===== src/rtl/bus_initiator.sv =====
// bus_initiator: requesting end of a single-cycle addr/data bus with ack timeout
// Ports:
//   clk, rst_n                  clock, synchronous active-low reset
//   cmd_valid/cmd_ready         local command handshake (ready only in IDLE)
//   cmd_addr/cmd_wdata/cmd_rw   command fields (rw: 1=write, 0=read)
//   rsp_valid/rsp_rdata/rsp_error  one-cycle response pulse
//   busy                        transaction in flight
//   init_addr_out(_valid)       address pulse toward the target
//   init_data_out(_valid)       write-data pulse toward the target
//   init_rw                     direction, held for the whole transaction
//   init_data_in(_valid)        read data from the target
//   init_ack, init_ready        target acknowledge and address-accept readiness
module bus_initiator #(
    parameter bit SPLIT_WRITE = 1'b0,
    parameter int ACK_TIMEOUT = 15
) (
    input  logic        clk,
    input  logic        rst_n,
    input  logic        cmd_valid,
    output logic        cmd_ready,
    input  logic [15:0] cmd_addr,
    input  logic [7:0]  cmd_wdata,
    input  logic        cmd_rw,
    output logic        rsp_valid,
    output logic [7:0]  rsp_rdata,
    output logic        rsp_error,
    output logic        busy,
    output logic [15:0] init_addr_out,
    output logic        init_addr_out_valid,
    output logic [7:0]  init_data_out,
    output logic        init_data_out_valid,
    output logic        init_rw,
    input  logic [7:0]  init_data_in,
    input  logic        init_data_in_valid,
    input  logic        init_ack,
    input  logic        init_ready
);
    localparam int TW = $clog2(ACK_TIMEOUT + 1);
    typedef enum logic [2:0] {IDLE, REQ, DATA, WAIT_ACK, RESP} state_t;
    state_t        state, state_nx;
    logic [TW-1:0] timer, timer_nx;
    logic [15:0]   addr_nx;
    logic [7:0]    data_nx, rdata_nx;
    logic          rw_nx, addr_v_nx, data_v_nx, rsp_v_nx, err_nx;
    assign cmd_ready = state == IDLE;
    assign busy      = state != IDLE;
    always_comb begin
        state_nx  = state;
        timer_nx  = '0;
        addr_nx   = init_addr_out;
        data_nx   = init_data_out;
        rw_nx     = init_rw;
        addr_v_nx = 1'b0;
        data_v_nx = 1'b0;
        rsp_v_nx  = 1'b0;
        rdata_nx  = 8'h00;
        err_nx    = 1'b0;
        case (state)
            IDLE: if (cmd_valid) begin
                addr_nx  = cmd_addr;
                data_nx  = cmd_wdata;
                rw_nx    = cmd_rw;
                state_nx = REQ;
            end
            REQ: if (init_ready) begin
                addr_v_nx = 1'b1;
                data_v_nx = init_rw && !SPLIT_WRITE;
                state_nx  = (init_rw && SPLIT_WRITE) ? DATA : WAIT_ACK;
            end
            DATA: begin
                data_v_nx = 1'b1;
                state_nx  = WAIT_ACK;
            end
            WAIT_ACK: begin
                // saturating so the counter can never wrap back into range
                timer_nx = (timer == {TW{1'b1}}) ? timer : timer + TW'(1);
                if (init_ack) begin
                    state_nx = RESP;
                    rsp_v_nx = 1'b1;
                    rdata_nx = (init_rw || !init_data_in_valid) ? 8'h00 : init_data_in;
                    err_nx   = !init_rw && !init_data_in_valid;
                end else if (timer == TW'(ACK_TIMEOUT - 1)) begin
                    state_nx = RESP;
                    rsp_v_nx = 1'b1;
                    err_nx   = 1'b1;
                end
            end
            RESP: state_nx = IDLE;
            default: state_nx = IDLE;
        endcase
    end
    always_ff @(posedge clk) begin
        if (!rst_n) begin
            state               <= IDLE;
            timer               <= '0;
            init_addr_out       <= '0;
            init_data_out       <= '0;
            init_rw             <= 1'b0;
            init_addr_out_valid <= 1'b0;
            init_data_out_valid <= 1'b0;
            rsp_valid           <= 1'b0;
            rsp_rdata           <= '0;
            rsp_error           <= 1'b0;
        end else begin
            state               <= state_nx;
            timer               <= timer_nx;
            init_addr_out       <= addr_nx;
            init_data_out       <= data_nx;
            init_rw             <= rw_nx;
            init_addr_out_valid <= addr_v_nx;
            init_data_out_valid <= data_v_nx;
            rsp_valid           <= rsp_v_nx;
            rsp_rdata           <= rdata_nx;
            rsp_error           <= err_nx;
        end
    end
endmodule


===== config.mk =====
export PLATFORM = sky130hd
export DESIGN_NAME = bus_initiator
export DESIGN_NICKNAME = d
export VERILOG_FILES = /design/src/rtl/bus_initiator.sv
export SDC_FILE = /design/constraint.sdc
export NUM_CORES = 1
export LEC_CHECK = 0
export CAP_MARGIN = 20
export CORE_UTILIZATION = 50
export CTS_BUF_LIST = sky130_fd_sc_hd__clkbuf_4
export DETAILED_ROUTE_END_ITERATION = 10
export DONT_BUFFER_PORTS = 1
export HOLD_SLACK_MARGIN = 0.03
export SYNTH_ARGS = -nofsm -noshare
export SYNTH_HDL_FRONTEND = slang
export SYNTH_SLANG_ARGS = --single-unit

===== constraint.sdc =====
create_clock -name clk -period 2 [get_ports clk]
set_clock_uncertainty 0.2 [all_clocks]
set_input_delay 0.3 -clock clk [delete_from_list [all_inputs] [get_ports clk]]
set_output_delay 0.3 -clock clk [all_outputs]
set_load 0.01 [all_outputs]

==> results.sh, run 1 <==
export IMPL_yosysSeqAreaShare_pct=54.9
export IMPL_clockPowerShare_pct=26.0
export IMPL_cts_setup_buffers=0
export IMPL_tns_ps=0
export IMPL_p_switching_uw=417
export IMPL_swShare_pct=26.6
export IMPL_gr_usage_all_layers_pct=20.1
export IMPL_fmax_mhz=535
export IMPL_grt_setup_unrepaired="no"
export IMPL_setup_viol=0
export IMPL_p_int_uw=1150
export IMPL_fp_dieH_um=58.7
export IMPL_crit_fanout=8
export IMPL_cts_max_level=2
export IMPL_hold_viol_final=0
export IMPL_worstSetupPathType="flip-flop to output port"
export IMPL_max_slew_margin_pct=76.1
export IMPL_maxCapViolCount=0
export IMPL_clk_latency_ps=340
export IMPL_cts_resized=0
export IMPL_final_setup_worst_slack_ps=130
export IMPL_synth_compound_area_share_pct=10.1
export IMPL_multi_input_comb_area_um2=651
export IMPL_dp_slack_ps=483
export IMPL_drc=0
export IMPL_max_vdd_ir_drop_mv=0.506
export IMPL_drt_iter0_drc=51
export IMPL_startpoint_type="flip-flop"
export IMPL_power_density_nw_per_um2=761
export IMPL_wl_per_cell_um=12.6
export IMPL_synthMuxAreaShare_pct=0
export IMPL_synth_xor_area_share_pct=0.546
export IMPL_required_ps=1500
export IMPL_synthAdderAreaFrac_pct=1.56
export IMPL_synth_common_cells="dfxtp_1, nand2_1, nand3_1"
export IMPL_dp_hpwl_mm=1.90
export IMPL_cts_buffers=5
export IMPL_holdCritPathClass="primary input to flip-flop"
export IMPL_drtPass1Iterations=4
export IMPL_grt_pass1_vias=1179
export IMPL_routed_wl_mm=3.25
export IMPL_cts_sinks=44
export IMPL_vias=1304
export IMPL_antenna_left=0
export IMPL_syn_to_final_growth_pct=28.4
export IMPL_syn_area_per_cell_um2=9.02
export IMPL_synth_top_area_share_pct=54.9
export IMPL_dpl_instance_area_um2=1610
export IMPL_cp_slowest_stage_delay_ps=470
export IMPL_core_um2=3050
export IMPL_grt_pass1_wl_mm=5.13
export IMPL_clk_pin_slew_ps=120
export IMPL_yosysMostFrequentCell="dfxtp_1"
export IMPL_worstMarginPinSlew_ps=358
export IMPL_p_seq_share_pct=62.7
export IMPL_async_flop_share_pct=0
export IMPL_rows=20
export IMPL_ys_flop_type="dfxtp_1"
export IMPL_worstHoldPathCells=3
export IMPL_design_die_area_um2=3440
export IMPL_synth_nets=219
export IMPL_stdcell_area_um2=2060
export IMPL_synthesis_area_um2=1610
export IMPL_synth_edff_count=0
export IMPL_drv_slew=0
export IMPL_ys_types=24
export IMPL_reg2reg_depth=5
export IMPL_seq_area_um2=881
export IMPL_yosys_area_top_type="dfxtp_1"
export IMPL_die_w_um=58.7
export IMPL_start_util_pct=52.6
export IMPL_status="complete, no violations"
export IMPL_routabilityCongestion=0.845
export IMPL_cts_buffer_depth=2
export IMPL_antenna_cells=0
export IMPL_post_route_period_util_pct=93.5
export IMPL_yosys_area_share_simple_pct=28.4
export IMPL_vias_per_cell=5.05
export IMPL_period_needed_ps=1870
export IMPL_cts_root_buf="clkbuf_4"
export IMPL_drive_gt1_share_pct=6.07
export IMPL_yosysWarnings=0
export IMPL_top_level_ports=78
export IMPL_end_kind="output port"
export IMPL_grt_max_degree=53
export IMPL_nets=254
export IMPL_fillers=256
export IMPL_grt_ovfl_total=0
export IMPL_comb_power_share_pct=11.3
export IMPL_worst_ep_arrival_time_ps=1370
export IMPL_antenna_found_initial=0
export IMPL_port_buffers=0
export IMPL_critPathSlowestCell="or3_1"
export IMPL_synth_seq_cells=44
export IMPL_path_cells="or3_1 -> inv_1"
export IMPL_leakagePower_uw=0.000786
export IMPL_synth_top_family_by_area="simple AND/OR/NAND/NOR gates"
export IMPL_syn_instance_count=178
export IMPL_cts_tree="built"
export IMPL_yosys_top_cells_area="dfxtp_1, nand3_1, o21ai_0, nand2_1, and2_1"
## power groups by stage
stage	Clock, µW	Combinational, µW	Sequential, µW
after floorplan	0	107	992
after global placement	0	96.6	1000
after detailed placement	0	100	1000
after CTS	429	176	982
after global routing	473	198	990
final	407	178	983
## cell type report
class	instances	share of cell area [%]
flip-flops and latches	44	42.7
multi-input cells	121	31.6
repair buffers	39	19.9
well taps	44	2.67
clock buffers	5	1.82
clock inverters	3	0.911
inverters	2	0.364
## cell usage in the layout, fill, tap and decap left out, types with 2 or more instances in the layout
master	netlist	routed
dlygate4sd3_1	0	37
nor3_1	4	4
nand2_1	30	30
a31oi_1	3	3
nor2_1	8	8
nand3_1	28	28
dfxtp_1	44	44
inv_1	2	2
buf_12	0	2
ha_1	2	2
nand2b_1	2	2
and2_1	9	9
clkinv_2	0	2
o21ai_1	3	3
o21ai_0	23	23
clkbuf_4	0	5
## registers in the layout, summed over array words and instances (netlist names)
register / flops
timer: 4
init_addr_out_valid: 1
rsp_error: 1
state: 3
init_data_out_valid: 1
init_data_out: 8
init_addr_out: 16
rsp_valid: 1
init_rw: 1
rsp_rdata: 8
## cell families after synthesis
kind of cell / after synthesis
xor+xnor: 1
compound gates: 31
fa+ha+maj: 2
buf+inv: 13
simple gates: 87
flops: 44
## worst paths after layout
path	startpoint	endpoint	slack, ps
max	state[0]$_SDFFE_PN0P_	cmd_ready	130
min	init_ack	rsp_rdata[3]$_SDFF_PP0_	90
max reg2reg	timer[0]$_SDFFE_PN0P_	rsp_error$_SDFF_PN0_	450
min reg2reg	init_addr_out[12]$_SDFFE_PN0P_	init_addr_out[12]$_SDFFE_PN0P_	310
## critical path: cells and delay by family (launching register included)
kind | cells | cell delay, ps
and+or+nand+nor | 1 | 470
DFF | 1 | 430
buffers and inverters | 1 | 120
## per-layer routing
layer,track usage [%],routed length [µm],vias up,share of wire [%]
li1,-,-,673,-
met1,21.8,1330,569,41
met2,34.8,1640,56,51
met3,9.01,234,6,7.2
met4,7.14,42,0,1.3
met5,0,0,-,0
## timing repair
item	CTS	global route
endpoints found under the hold margin	44	0
setup endpoints to repair	0	0
hold buffers	38	0
## per-stage QoR
stage          total power (µW)  util [%]  std cells  hold slack [ps]
2_1_floorplan              1100         -        178              222
3_3_place_gp               1100      52.9        212              223
3_5_place_dp               1100      52.9        212              225
4_1_cts                    1590      67.5        258             62.7
5_1_grt                    1660      67.5        258             65.1
6_report                   1570      67.5        258             89.4
No activity file was read; power rests on OpenSTA's default activity.
==> run 2, diff against run 1 <==
Settings changed: PLACE_DENSITY set to 0.75.
==> run 2 against run 1 <==
  * Core utilization is 2.5 points higher
  * Sequential power about the same
  * Non-clock buffer count grew 5
  * Setup slack improved by 5.0 ps
  * Largest cell class unchanged
  * Largest power group unchanged
==> results.sh, run 2 (synthesized netlist as in run 1, its figures left out) <==
export IMPL_clk_latency_ps=350
export IMPL_r2r_end="init_addr_out[8]$_SDFFE_PN0P_"
export IMPL_leakagePower_uw=0.000826
export IMPL_cp_slowest_stage_delay_ps=540
export IMPL_hold_slack_ps=37.8
export IMPL_power_density_nw_per_um2=761
export IMPL_reg2reg_slack_ps=130
export IMPL_cts_buffer_depth=2
export IMPL_grt_ovfl_total=0
export IMPL_critPathSlowestCell="dlygate4sd3_1"
export IMPL_gr_usage_all_layers_pct=21.5
export IMPL_critPathCapture="init_addr_out[8]$_SDFFE_PN0P_"
export IMPL_critPathBufInv=2
export IMPL_cts_root_buf="clkbuf_4"
export IMPL_drtPass1Iterations=4
export IMPL_final_cell_mix="dfxtp_1, dlygate4sd3_1, nand2_1"
export IMPL_cts_sinks=44
export IMPL_hold_viol_final=0
export IMPL_crit_fanout=13
export IMPL_core_um2=3050
export IMPL_cts_max_level=2
export IMPL_clk_pin_slew_ps=120
export IMPL_cts_buffers=5
export IMPL_grt_pass1_wl_mm=5.39
export IMPL_startpoint="state[2]$_SDFFE_PN0P_"
export IMPL_vias=1400
export IMPL_antenna_left=0
export IMPL_antenna_found_initial=0
export IMPL_rows=20
export IMPL_design_die_area_um2=3440
export IMPL_routabilityCongestion=0.783
export IMPL_dp_hpwl_mm=1.98
export IMPL_regMostFlops="init_addr_out"
export IMPL_mostFrequentLayoutCell="dfxtp_1"
export IMPL_worst_ep_arrival_time_ps=1970
export IMPL_tns_ps=0
export IMPL_end_kind="flip-flop"
export IMPL_post_route_period_util_pct=93.3
export IMPL_dp_slack_ps=458
export IMPL_wl_per_cell_um=15.1
export IMPL_antenna_cells=0
export IMPL_final_setup_worst_slack_ps=135
export IMPL_drv_slew=0
export IMPL_worstMarginPinSlew_ps=325
export IMPL_holdCritPathClass="primary input to flip-flop"
export IMPL_required_ps=2100
export IMPL_status="complete, no violations"
export IMPL_port_buffers=0
export IMPL_period_needed_ps=1870
export IMPL_drive_gt1_share_pct=8.68
export IMPL_drc=0
export IMPL_setup_viol=0
export IMPL_grt_setup_unrepaired="no"
export IMPL_cp_top_family="buffers and inverters"
export IMPL_p_total_uw=1630
export IMPL_nets=259
export IMPL_fmax_mhz=536
export IMPL_path_cells="nor4b_4 -> buf_12 -> nand3_1 -> o21ai_1 -> dlygate4sd3_1"
export IMPL_drt_iter0_drc=73
export IMPL_max_vdd_ir_drop_mv=0.446
export IMPL_die_w_um=58.7
export IMPL_reg_top3="init_addr_out: 16 flops, init_data_out: 8 flops, rsp_rdata: 8 flops"
export IMPL_start_util_pct=52.6
export IMPL_syn_to_final_growth_pct=33.0
export IMPL_top_level_ports=78
export IMPL_cts_tree="built"
export IMPL_startpoint_type="flip-flop"
export IMPL_vias_per_cell=5.32
export IMPL_largest_register_ffs=16
export IMPL_reg2reg_depth=5
export IMPL_grt_max_degree=51
export IMPL_maxCapViolCount=0
export IMPL_grt_pass1_vias=1255
export IMPL_cp_depth=5
export IMPL_routed_wl_mm=3.97
export IMPL_r2r_start="state[2]$_SDFFE_PN0P_"
export IMPL_worstSetupPathType="flip-flop to flip-flop"
export IMPL_max_slew_margin_pct=78.2
export IMPL_fp_dieH_um=58.7
-- run 2: power breakdown --
part | internal (µW) | leakage (µW) | total, µW | switching (µW)
registers | 923 | 0.000359 | 984 | 60.9
clock network | 163 | 0.0000338 | 422 | 260
logic | 120 | 0.000433 | 219 | 98.9
-- run 2: area by class of cell --
cell class | count | area [µm²]
timing repair buffer | 44 | 483
fill | 252 | 917
sequential | 44 | 883
multi-input combinational | 121 | 651
clock inverter | 1 | 3.75
inverter | 2 | 7.51
clock buffer | 7 | 52.6
tap | 44 | 55.1
-- run 2: tightest hold or removal path, stage by stage --
cell	delay, ps
nor2b_1	120
nand2_1	80
nor2_1	40
-- run 2: timing repair --
| action | CTS | global route |
|---|---|---|
| gates resized for setup | 0 | 2 |
| setup endpoints to repair | 0 | 1 |
| hold buffers | 38 | 0 |
| buffers inserted | 0 | 3 |
| endpoints found under the hold margin | 44 | 0 |
-- run 2: metal layers --
layer | GRT usage [%] | wire length (µm) | vias to the layer above
met5 | 0 | 0 | -
met4 | 10.2 | 55 | 0
met3 | 7.69 | 310 | 8
met2 | 40.1 | 2060 | 74
met1 | 21.1 | 1550 | 637
li1 | - | - | 681
-- run 2: worst min-delay path by stage --
stage / startpoint / to / slack, ps / cells past startpoint
6_report: init_ready / init_addr_out_valid$_SDFF_PN0_ / 40 / 3
5_1_grt: init_ready / init_addr_out_valid$_SDFF_PN0_ / 50 / 3
4_1_cts: init_ready / init_addr_out_valid$_SDFF_PN0_ / 40 / 3
3_5_place_dp: init_data_in[0] / rsp_rdata[0]$_SDFF_PP0_ / 230 / 1
3_3_place_gp: init_data_in[3] / rsp_rdata[3]$_SDFF_PP0_ / 230 / 1
2_1_floorplan: init_data_in[0] / rsp_rdata[0]$_SDFF_PP0_ / 220 / 1
-- run 2: per-stage QoR --
stage | area (µm²) | std cells | utilization (%)
3_5_place_dp | 1610 | 212 | 52.9
3_3_place_gp | 1610 | 212 | 52.9
6_report | 2140 | 263 | 70.0
5_1_grt | 2140 | 263 | 70.0
2_1_floorplan | 1610 | 178 | -
4_1_cts | 2060 | 258 | 67.5
==> run 3, diff against run 2 <==
Settings changed: ABC_CLOCK_PERIOD_IN_PS set to 2000.
==> results of run 3 <==
Same layout as run 2: the final DEF is identical, and so are final timing and power.
